## config.mk

```make
export PLATFORM = sky130hd
export DESIGN_NAME = sram_bist_engine_flat
export DESIGN_NICKNAME = d
export VERILOG_FILES = /design/src/rtl/sram_bist_engine_if.sv /design/src/rtl/sram_bist_engine.sv /design/src/flat_wrapper.sv
export SDC_FILE = /design/constraint.sdc
export NUM_CORES = 1
export LEC_CHECK = 0
export CAP_MARGIN = 5
export CORE_MARGIN = 10
export CORE_UTILIZATION = 55
export CTS_CLUSTER_DIAMETER = 30
export CTS_CLUSTER_SIZE = 40
export DETAILED_ROUTE_END_ITERATION = 8
export PLACE_DENSITY = 0.86
export SYNTH_ARGS = -nofsm -noshare
export SYNTH_HDL_FRONTEND = slang
export SYNTH_SLANG_ARGS = --single-unit
```

## constraint.sdc

```tcl
create_clock -name clk -period 7.3 [get_ports clk]
set_input_delay 1.46 -clock clk [delete_from_list [all_inputs] [get_ports clk]]
set_output_delay 1.46 -clock clk [all_outputs]
set_load 0.01 [all_outputs]
```

## src/rtl/sram_bist_engine_if.sv

```systemverilog
// Memory-side bus between the BIST engine and a synchronous single-port SRAM.
// The engine owns address/write controls; the SRAM returns registered read data.
interface sram_bist_engine_if #(
   parameter int ADDR_W = 8,
   parameter int DATA_W = 4
);
   logic              mem_we;
   logic [ADDR_W-1:0] mem_addr;
   logic [DATA_W-1:0] mem_wdata;
   logic [DATA_W-1:0] mem_rdata;

   modport master (output mem_we, output mem_addr, output mem_wdata, input mem_rdata);
   modport slave  (input mem_we, input mem_addr, input mem_wdata, output mem_rdata);
endinterface

```

## src/rtl/sram_bist_engine.sv

```systemverilog
// SRAM built-in self-test engine: blanket, checkerboard and March C- algorithms with
// first-fail capture and a saturating mismatch counter; functional access passes through when idle.
//
// state      | meaning
// IDLE       | waiting for start; memory bus follows the functional port
// WRITE      | one write op at addr_q for the current element
// READ_ISSUE | read address presented to the SRAM
// READ_CMP   | registered read data compared against the expected word
// NEXT       | reserved encoding; address/element advance is folded into the last op cycle
// DONE       | one-cycle completion pulse, busy low
module sram_bist_engine #(
   parameter int ADDR_W = 8,
   parameter int DATA_W = 4,
   parameter int CNT_W  = 8
) (
   input  logic              clk,
   input  logic              rst_n,
   input  logic              start,
   input  logic              abort,
   input  logic [1:0]        mode,
   input  logic              fn_we,
   input  logic [ADDR_W-1:0] fn_addr,
   input  logic [DATA_W-1:0] fn_wdata,
   output logic [DATA_W-1:0] fn_rdata,
   sram_bist_engine_if.master mem,
   output logic              busy,
   output logic              done,
   output logic              pass,
   output logic [CNT_W-1:0]  fail_count,
   output logic [ADDR_W-1:0] fail_addr,
   output logic [DATA_W-1:0] fail_data
);

   typedef enum logic [2:0] {IDLE, WRITE, READ_ISSUE, READ_CMP, NEXT, DONE} state_t;

   // one March element: optional read (with polarity), optional write, direction, final flag
   typedef struct packed {
      logic rd;
      logic rpol;
      logic wr;
      logic wpol;
      logic down;
      logic last;
   } elem_t;

   localparam logic [ADDR_W-1:0] ADDR_ONE = {{(ADDR_W-1){1'b0}}, 1'b1};
   localparam logic [CNT_W-1:0]  CNT_ONE  = {{(CNT_W-1){1'b0}}, 1'b1};
   localparam logic [CNT_W-1:0]  CNT_MAX  = {CNT_W{1'b1}};

   function automatic elem_t elem_desc(input logic [1:0] md, input logic [2:0] idx);
      elem_t d;
      d = elem_t'(6'b000001);
      if (md == 2'd2) begin
         case (idx)
            3'd0:    d = elem_t'(6'b001000);
            3'd1:    d = elem_t'(6'b101100);
            3'd2:    d = elem_t'(6'b111000);
            3'd3:    d = elem_t'(6'b101110);
            3'd4:    d = elem_t'(6'b111010);
            3'd5:    d = elem_t'(6'b100001);
            default: d = elem_t'(6'b000001);
         endcase
      end else begin
         case (idx)
            3'd0:    d = elem_t'(6'b001000);
            3'd1:    d = elem_t'(6'b100000);
            3'd2:    d = elem_t'(6'b001100);
            3'd3:    d = elem_t'(6'b110001);
            default: d = elem_t'(6'b000001);
         endcase
      end
      return d;
   endfunction

   // checkerboard base is ...0101 at even addresses, inverted at odd; pol=1 inverts the word
   function automatic logic [DATA_W-1:0] pattern(input logic [1:0] md, input logic pol,
                                                 input logic [ADDR_W-1:0] a);
      logic [DATA_W-1:0] w;
      for (int i = 0; i < DATA_W; i++) w[i] = (md == 2'd1) && (((i % 2) == 0) != a[0]);
      return pol ? ~w : w;
   endfunction

   state_t            state_q, state_d;
   logic [1:0]        mode_q;
   logic [2:0]        elem_q, elem_d;
   logic [ADDR_W-1:0] addr_q, addr_d, addr_end;
   logic [CNT_W-1:0]  fail_count_q;
   logic [ADDR_W-1:0] fail_addr_q;
   logic [DATA_W-1:0] fail_data_q;
   logic              pass_q;
   logic              accept, finish, step, mismatch;
   elem_t             cur, nxt;
   logic [DATA_W-1:0] eng_wdata, exp_rdata;

   assign cur       = elem_desc(mode_q, elem_q);
   assign nxt       = elem_desc(mode_q, elem_q + 3'd1);
   assign addr_end  = cur.down ? '0 : '1;
   assign eng_wdata = pattern(mode_q, cur.wpol, addr_q);
   assign exp_rdata = pattern(mode_q, cur.rpol, addr_q);
   assign mismatch  = (state_q == READ_CMP) && (mem.mem_rdata != exp_rdata);

   assign busy = (state_q == WRITE) || (state_q == READ_ISSUE) || (state_q == READ_CMP);
   assign done = (state_q == DONE);

   always_comb begin
      state_d = state_q;
      elem_d  = elem_q;
      addr_d  = addr_q;
      accept  = 1'b0;
      finish  = 1'b0;
      step    = 1'b0;
      case (state_q)
         IDLE: begin
            if (start && !abort) begin
               accept  = 1'b1;
               elem_d  = 3'd0;
               addr_d  = '0;
               state_d = (mode == 2'd3) ? DONE : WRITE;
            end
         end
         WRITE:      step = 1'b1;
         READ_ISSUE: state_d = READ_CMP;
         READ_CMP: begin
            if (cur.wr) state_d = WRITE;
            else        step = 1'b1;
         end
         DONE:    state_d = IDLE;
         default: state_d = IDLE;
      endcase
      // last op at this address: move on with no idle cycle between addresses or elements
      if (step) begin
         if (addr_q == addr_end) begin
            if (cur.last) begin
               state_d = DONE;
               finish  = 1'b1;
            end else begin
               elem_d  = elem_q + 3'd1;
               addr_d  = nxt.down ? '1 : '0;
               state_d = nxt.rd ? READ_ISSUE : WRITE;
            end
         end else begin
            addr_d  = cur.down ? (addr_q - ADDR_ONE) : (addr_q + ADDR_ONE);
            state_d = cur.rd ? READ_ISSUE : WRITE;
         end
      end
      if (busy && abort) begin
         state_d = IDLE;
         finish  = 1'b0;
      end
   end

   always_ff @(posedge clk or negedge rst_n) begin
      if (!rst_n) begin
         state_q <= IDLE;
         elem_q  <= '0;
         addr_q  <= '0;
         mode_q  <= '0;
      end else begin
         state_q <= state_d;
         elem_q  <= elem_d;
         addr_q  <= addr_d;
         if (accept) mode_q <= mode;
      end
   end

   always_ff @(posedge clk or negedge rst_n) begin
      if (!rst_n) begin
         fail_count_q <= '0;
         fail_addr_q  <= '0;
         fail_data_q  <= '0;
         pass_q       <= 1'b0;
      end else if (accept) begin
         fail_count_q <= '0;
         fail_addr_q  <= '0;
         fail_data_q  <= '0;
         pass_q       <= 1'b0;
      end else begin
         if (mismatch) begin
            if (fail_count_q != CNT_MAX) fail_count_q <= fail_count_q + CNT_ONE;
            if (fail_count_q == '0) begin
               fail_addr_q <= addr_q;
               fail_data_q <= mem.mem_rdata;
            end
         end
         // the final compare lands on the same edge, so fold it in directly
         if (finish) pass_q <= (fail_count_q == '0) && !mismatch;
      end
   end

   assign mem.mem_we    = busy ? (state_q == WRITE) : fn_we;
   assign mem.mem_addr  = busy ? addr_q : fn_addr;
   assign mem.mem_wdata = busy ? eng_wdata : fn_wdata;
   assign fn_rdata      = mem.mem_rdata;

   assign pass       = pass_q;
   assign fail_count = fail_count_q;
   assign fail_addr  = fail_addr_q;
   assign fail_data  = fail_data_q;

endmodule

```

## src/flat_wrapper.sv

```systemverilog
// flat-port wrapper written by rule: the top's interface ports become plain ports
module sram_bist_engine_flat 
#(
   parameter int ADDR_W = 8,
   parameter int DATA_W = 4,
   parameter int CNT_W  = 8
)
  (clk, rst_n, start, abort, mode, fn_we, fn_addr, fn_wdata, fn_rdata, busy, done, pass, fail_count, fail_addr, fail_data, mem_mem_we, mem_mem_addr, mem_mem_wdata, mem_mem_rdata);
  sram_bist_engine_if #(.ADDR_W(ADDR_W), .DATA_W(DATA_W)) mem_i ();
  input  logic clk;
  input  logic rst_n;
  input  logic start;
  input  logic abort;
  input  logic [1:0] mode;
  input  logic fn_we;
  input  logic [ADDR_W-1:0] fn_addr;
  input  logic [DATA_W-1:0] fn_wdata;
  output logic [DATA_W-1:0] fn_rdata;
  output logic busy;
  output logic done;
  output logic pass;
  output logic [CNT_W-1:0] fail_count;
  output logic [ADDR_W-1:0] fail_addr;
  output logic [DATA_W-1:0] fail_data;
  output wire logic [$bits(mem_i.mem_we)-1:0] mem_mem_we;
  output wire logic [$bits(mem_i.mem_addr)-1:0] mem_mem_addr;
  output wire logic [$bits(mem_i.mem_wdata)-1:0] mem_mem_wdata;
  input wire logic [$bits(mem_i.mem_rdata)-1:0] mem_mem_rdata;
  assign mem_mem_we = mem_i.mem_we;
  assign mem_mem_addr = mem_i.mem_addr;
  assign mem_mem_wdata = mem_i.mem_wdata;
  assign mem_i.mem_rdata = mem_mem_rdata;
  sram_bist_engine #(.ADDR_W(ADDR_W), .DATA_W(DATA_W), .CNT_W(CNT_W)) u_core (.clk(clk), .rst_n(rst_n), .start(start), .abort(abort), .mode(mode), .fn_we(fn_we), .fn_addr(fn_addr), .fn_wdata(fn_wdata), .fn_rdata(fn_rdata), .mem(mem_i), .busy(busy), .done(done), .pass(pass), .fail_count(fail_count), .fail_addr(fail_addr), .fail_data(fail_data));
endmodule
```

-- After elaboration in Yosys (flattened, before gate mapping)
Cells that the tools add are included.
- add/subtract/negate cells: 4
- bitwise gates (word level): 2
- equal/unequal tests: 23
- reduce and logical (&&, ||, !) cells: 21
- mux-type cells: 53
- operators with widths (operator ; number):
    two-way mux 8 bit ; 15
    one-hot mux 6 bit (6 select lines) ; 2
    one-hot mux 6 bit (4 select lines) ; 2
    two-way mux 3 bit ; 12
    two-way mux 4 bit ; 6
    equality test 3 x 2 -> 1 bit, second input constant ; 6
    adder 8 x 1 -> 8 bit, second input constant ; 2
    equality test 3 bit, second input constant ; 5
    two-way mux 6 bit ; 2
    one-hot mux 3 bit (4 select lines) ; 1
    two-way mux 1 bit ; 10
    equality test 3 x 1 -> 1 bit, second input constant ; 3
    zero test 3 bit ; 3
    equality test 8 bit ; 1
    zero test 8 bit ; 1
    != test 8 bit, second input constant ; 1
    nonzero test 2 bit ; 4
    subtractor 8 x 1 -> 8 bit, second input constant ; 1
    logical AND 1 bit ; 6
    equality test 2 bit, second input constant ; 2
    two-way mux 2 bit ; 2
    != test 4 x 1 -> 1 bit, second input constant ; 1
    != test 4 x 2 -> 1 bit, second input constant ; 1
    != test 4 bit ; 1
    other kinds (10) ; 13
- output and inout bits: 40
- input bits: 23
- bits in registers: 37

-- Logic depth before layout (Yosys ltp)
- depth in word-level cells: 10
- mapped depth: 12
- gate-level depth less buffers: 11

-- Least setup slack after synthesis
OpenSTA, ideal clock, no wires.
- path type: reg2out
- start point: register u_core.elem_q[2]
- end point: output port mem_mem_wdata[1]
- data required time: 5840 ps
- arrival time: 1914 ps
- stages on the path, launching flop included: 10
- path buffers: 1
- setup slack: 3926 ps
- cell sequence: dfrtp_1 > buf_2 > inv_1 > ha_1 > or2_2 > a31oi_1 > o22ai_1 > a21boi_0 > o211ai_1 > o21a_1
- longest elaborated chain between the ends: 5
- elaborated cells on any way between the ends: 11
- ends and longest elaborated chain (item ; line ; RTL):
    from (decl) ; sram_bist_engine.sv:85 ; logic [2:0] elem_q, elem_d;
    from (signal assigned) ; sram_bist_engine.sv:160 ; elem_q <= elem_d;
    equality test 3 bit (tied with other cells) ; sram_bist_engine.sv:54 ; case (idx)
    one-hot mux 6 bit (6 select lines) / one-hot mux 6 bit (4 select lines) (equally long branches) ; sram_bist_engine.sv:54, sram_bist_engine.sv:64 ;
    two-way mux 6 bit (*) ; sram_bist_engine.sv:53 ; if (md == 2'd2) begin
    two-way mux 4 bit (*) ; sram_bist_engine.sv:80 ; return pol ? ~w : w;
    two-way mux 4 bit (*) ; sram_bist_engine.sv:192 ; assign mem.mem_wdata = busy ? eng_wdata : fn_wdata;
    to (decl) ; flat_wrapper.sv:27 ; output wire logic [$bits(mem_i.mem_wdata)-1:0] mem_mem_wdata;
Every way passes the cells marked *; elsewhere a longest branch is shown, timed or not.

-- Worst setup path after layout
Ends and elaborated chain as after synthesis.

==> key figures <==
Placement
  • Hpwl dp: 5807 µm
  • Area after DPL: 3456 µm²
  • GPL Wtd Cong: 0.8994
  • I/O Buffers: 62
  • Pre-CTS setup slack: 3.150 ns

Synth
  • Cell Area, Synth: 2833 µm²
  • Synth Flop Type: dfrtp_1
  • Number of synthesized flops with an enable pin: 0
  • Post-Synthesis Mean Instance Area: 9.288 µm²
  • Post-synthesis cell count: 305
  • Post-Syn Nets: 349
  • Yosys warning count: 0
  • Sequential element share of the synthesized area: 0.3269
  • Number of synthesized register bits: 37
  • Synth async-reset ratio: 1.000
  • Synth cell types: 69

Floorplan
  • IO Pins: 63
  • Die height: 91.77 µm
  • Die Wd: 91.77 µm
  • Row Count: 26
  • Core ar.: 5042 µm²
  • Starting Density: 0.5618
  • Die Footprint: 8421 µm²

Timing
  • Post-route setup TNS: 0 ns
  • Worst-Margin Slew: 0.8717 ns
  • Max-slew headroom: 0.4172
  • Max-slew violations: 0
  • Maximum clock frequency: 221.8 MHz
  • Hold WS: 0.5025 ns
  • Final setup fails: 0
  • Fin. Hold Viols: 0
  • Unrepaired setup endpoints after global routing: false
  • Final worst slack: 2.792 ns
  • Final worst path period need: 4.508 ns
  • Clock skew: 0.007358 ns
  • Crit share post-route: 0.6175

Power
  • Worst-case vdd ir drop: 0.1246 mV
  • Clock power share: 0.318
  • Logic pwr share: 0.277
  • Sw frac: 0.3150
  • Reg power frac: 0.406
  • Power Dens Cells: 167.1 nW/µm²
  • Pint: 0.0004092 W
  • Psw: 0.0001882 W
  • P_leak: 1.499 nW

Cells and area
  • FILL cells: 394
  • Layout cells sized above 1: 0.1083
  • Most common cell after layout, fill and taps aside: clkdlybuf4s50_1
  • Register area: 925.9 µm²
  • Multi-input logic area: 1720 µm²
  • ANT cells: 0
  • Layout area overhead: 26.24%
  • Commonest cells after routing, fill and taps aside: clkdlybuf4s50_1, dfrtp_1, nand2_1, ha_1, inv_1
  • Nets: 403
  • Fin area: 3576 µm²

Critical path
  • CP max FO: 10
  • Worst path required time: 5.84 ns
  • Critical path class: reg -> out
  • Worst Path Arrival: 3.05 ns
  • Startpoint types: flip-flop
  • Critical Path End Type: primary output

Global route
  • Vias in the first global route: 2584
  • First-pass GRT wire length: 12770 µm
  • Initial antenna violation count: 0
  • GRT overflow: 0
  • Total GRT Usage: 0.1827
  • Largest net degree at the start of global routing: 38

Clock network
  • H-tree Lvls: 2
  • CTS tree: yes
  • Total CTS buffers: 5
  • Clk slew on worst S/H paths: 0.08 ns
  • Post-CTS Hold Fix Bufs: 0
  • Max Root-Sink Buffers: 2
  • Clock latency at the later pin of the worst-skew pair: 0.30 ns
  • Root buf cell: clkbuf_8
  • Clock sink total: 37
  • Postcts setup bufs: 0
  • Cts repair resizes: 0

Min path
  • Hold Crit Class: reg -> reg

Run
  • MaxCap Viol Count: 0

Run status
  • Status: complete, no violations

Route
  • Routed via count: 2577
  • First DRT Iteration DRCs: 228
  • Post-DRT Antenna Nets: 0
  • DR vias/cell: 5.993
  • Routed WL per cell: 18.26 µm
  • Routed wire length: 7851 µm
  • Initial DRT Pass Iterations: 4
  • Post-route DRC: 0
[registers in the layout (all words and copies together) (netlist names)]
register	count
u_core.addr_q	8
u_core.elem_q	3
u_core.fail_addr	8
u_core.fail_count	8
u_core.fail_data	4
u_core.mode_q	2
u_core.pass	1
u_core.state_q	3
[kinds of logic (layout without fill, tap and decap cells)]
logic type / count (synthesis) / count (layout) / share of synthesized area
AO/OA/AOI/OAI: 83 / 83 / 0.2182
XOR/XNOR: 5 / 5 / 0.01546
adder cells (fa/ha/maj): 21 / 21 / 0.09541
buffers and inverters: 38 / 93 / 0.06581
flip-flops: 37 / 37 / 0.3269
multiplexers: 20 / 20 / 0.08171
AND/OR/NAND/NOR: 101 / 101 / 0.1965
[synth_stat cells, types with 5 or more instances]
library cell,number,share of area
nand3_1,17,0.030
nor3_1,5,0.0088
nor2b_1,5,0.011
o211ai_1,6,0.016
o21a_1,5,0.013
buf_2,5,0.0088
buf_4,6,0.016
o21ai_1,14,0.025
nor2_1,17,0.023
mux2i_1,7,0.025
inv_1,18,0.024
nand2_1,26,0.034
dfrtp_1,37,0.33
ha_1,20,0.088
mux2_2,10,0.040
a21oi_1,12,0.021
o2bb2ai_1,6,0.019
[routing by layer]
metal	GRT usage	up-vias	routed length, µm
li1	-	1226	-
met1	0.2157	1250	3352
met2	0.3128	86	3926
met3	0.04319	15	434
met4	0.07326	0	138
met5	0	-	0
[worst max-delay path, cell delays in order (launching register included)]
cell and delay, ns:
dfrtp_1 0.55, inv_1 0.22, ha_1 0.24, or2_2 0.32, a31oi_1 0.24, o22ai_1 0.12, a21boi_0 0.25, o211ai_1 0.18
o21a_1 0.15, clkdlybuf4s50_1 0.49
[worst paths after layout]
check	slack (ns)	to	cells past startpoint	start
max	2.79	mem_mem_wdata[1]	9	u_core.elem_q[2]
min	0.50	u_core.fail_data[3]	2	u_core.fail_data[3]
max reg2reg	3.21	u_core.addr_q[7]	10	u_core.elem_q[2]
min reg2reg	0.50	u_core.fail_data[3]	2	u_core.fail_data[3]
max in group asynchronous	5.38	u_core.elem_q[2]	2	rst_n
min in group asynchronous	1.59	u_core.fail_count[0]	2	rst_n
[per-stage QoR]
step,utilization,std cells,total power [W]
floorplan,-,305,0.0003432
global placement,0.6854,422,0.0004020
detailed placement,0.6854,422,0.0004073
CTS,0.7092,430,0.0005994
global route,0.7092,430,0.0006253
finish,0.7092,430,0.0005974
[area by class of cell]
class | count | share of cell area
Multi-Input combinational cell | 230 | 0.4811
Sequential cell | 37 | 0.2589
Tap cell | 70 | 0.02449
Timing Repair Buffer | 66 | 0.1819
Inverter | 19 | 0.01994
Clock inverter | 2 | 0.01050
Clock buffer | 6 | 0.02309
[power groups by stage]
stage	Sequential, W	Combinational [W]	Clock [W]
detailed placement	0.000245	0.000162	0
global placement	0.000245	0.000157	0
global route	0.000244	0.000179	0.000202
finish	0.000242	0.000165	0.000190
CTS	0.000241	0.000165	0.000194
floorplan	0.000231	0.000112	0
No activity file was read; power rests on OpenSTA's default activity.
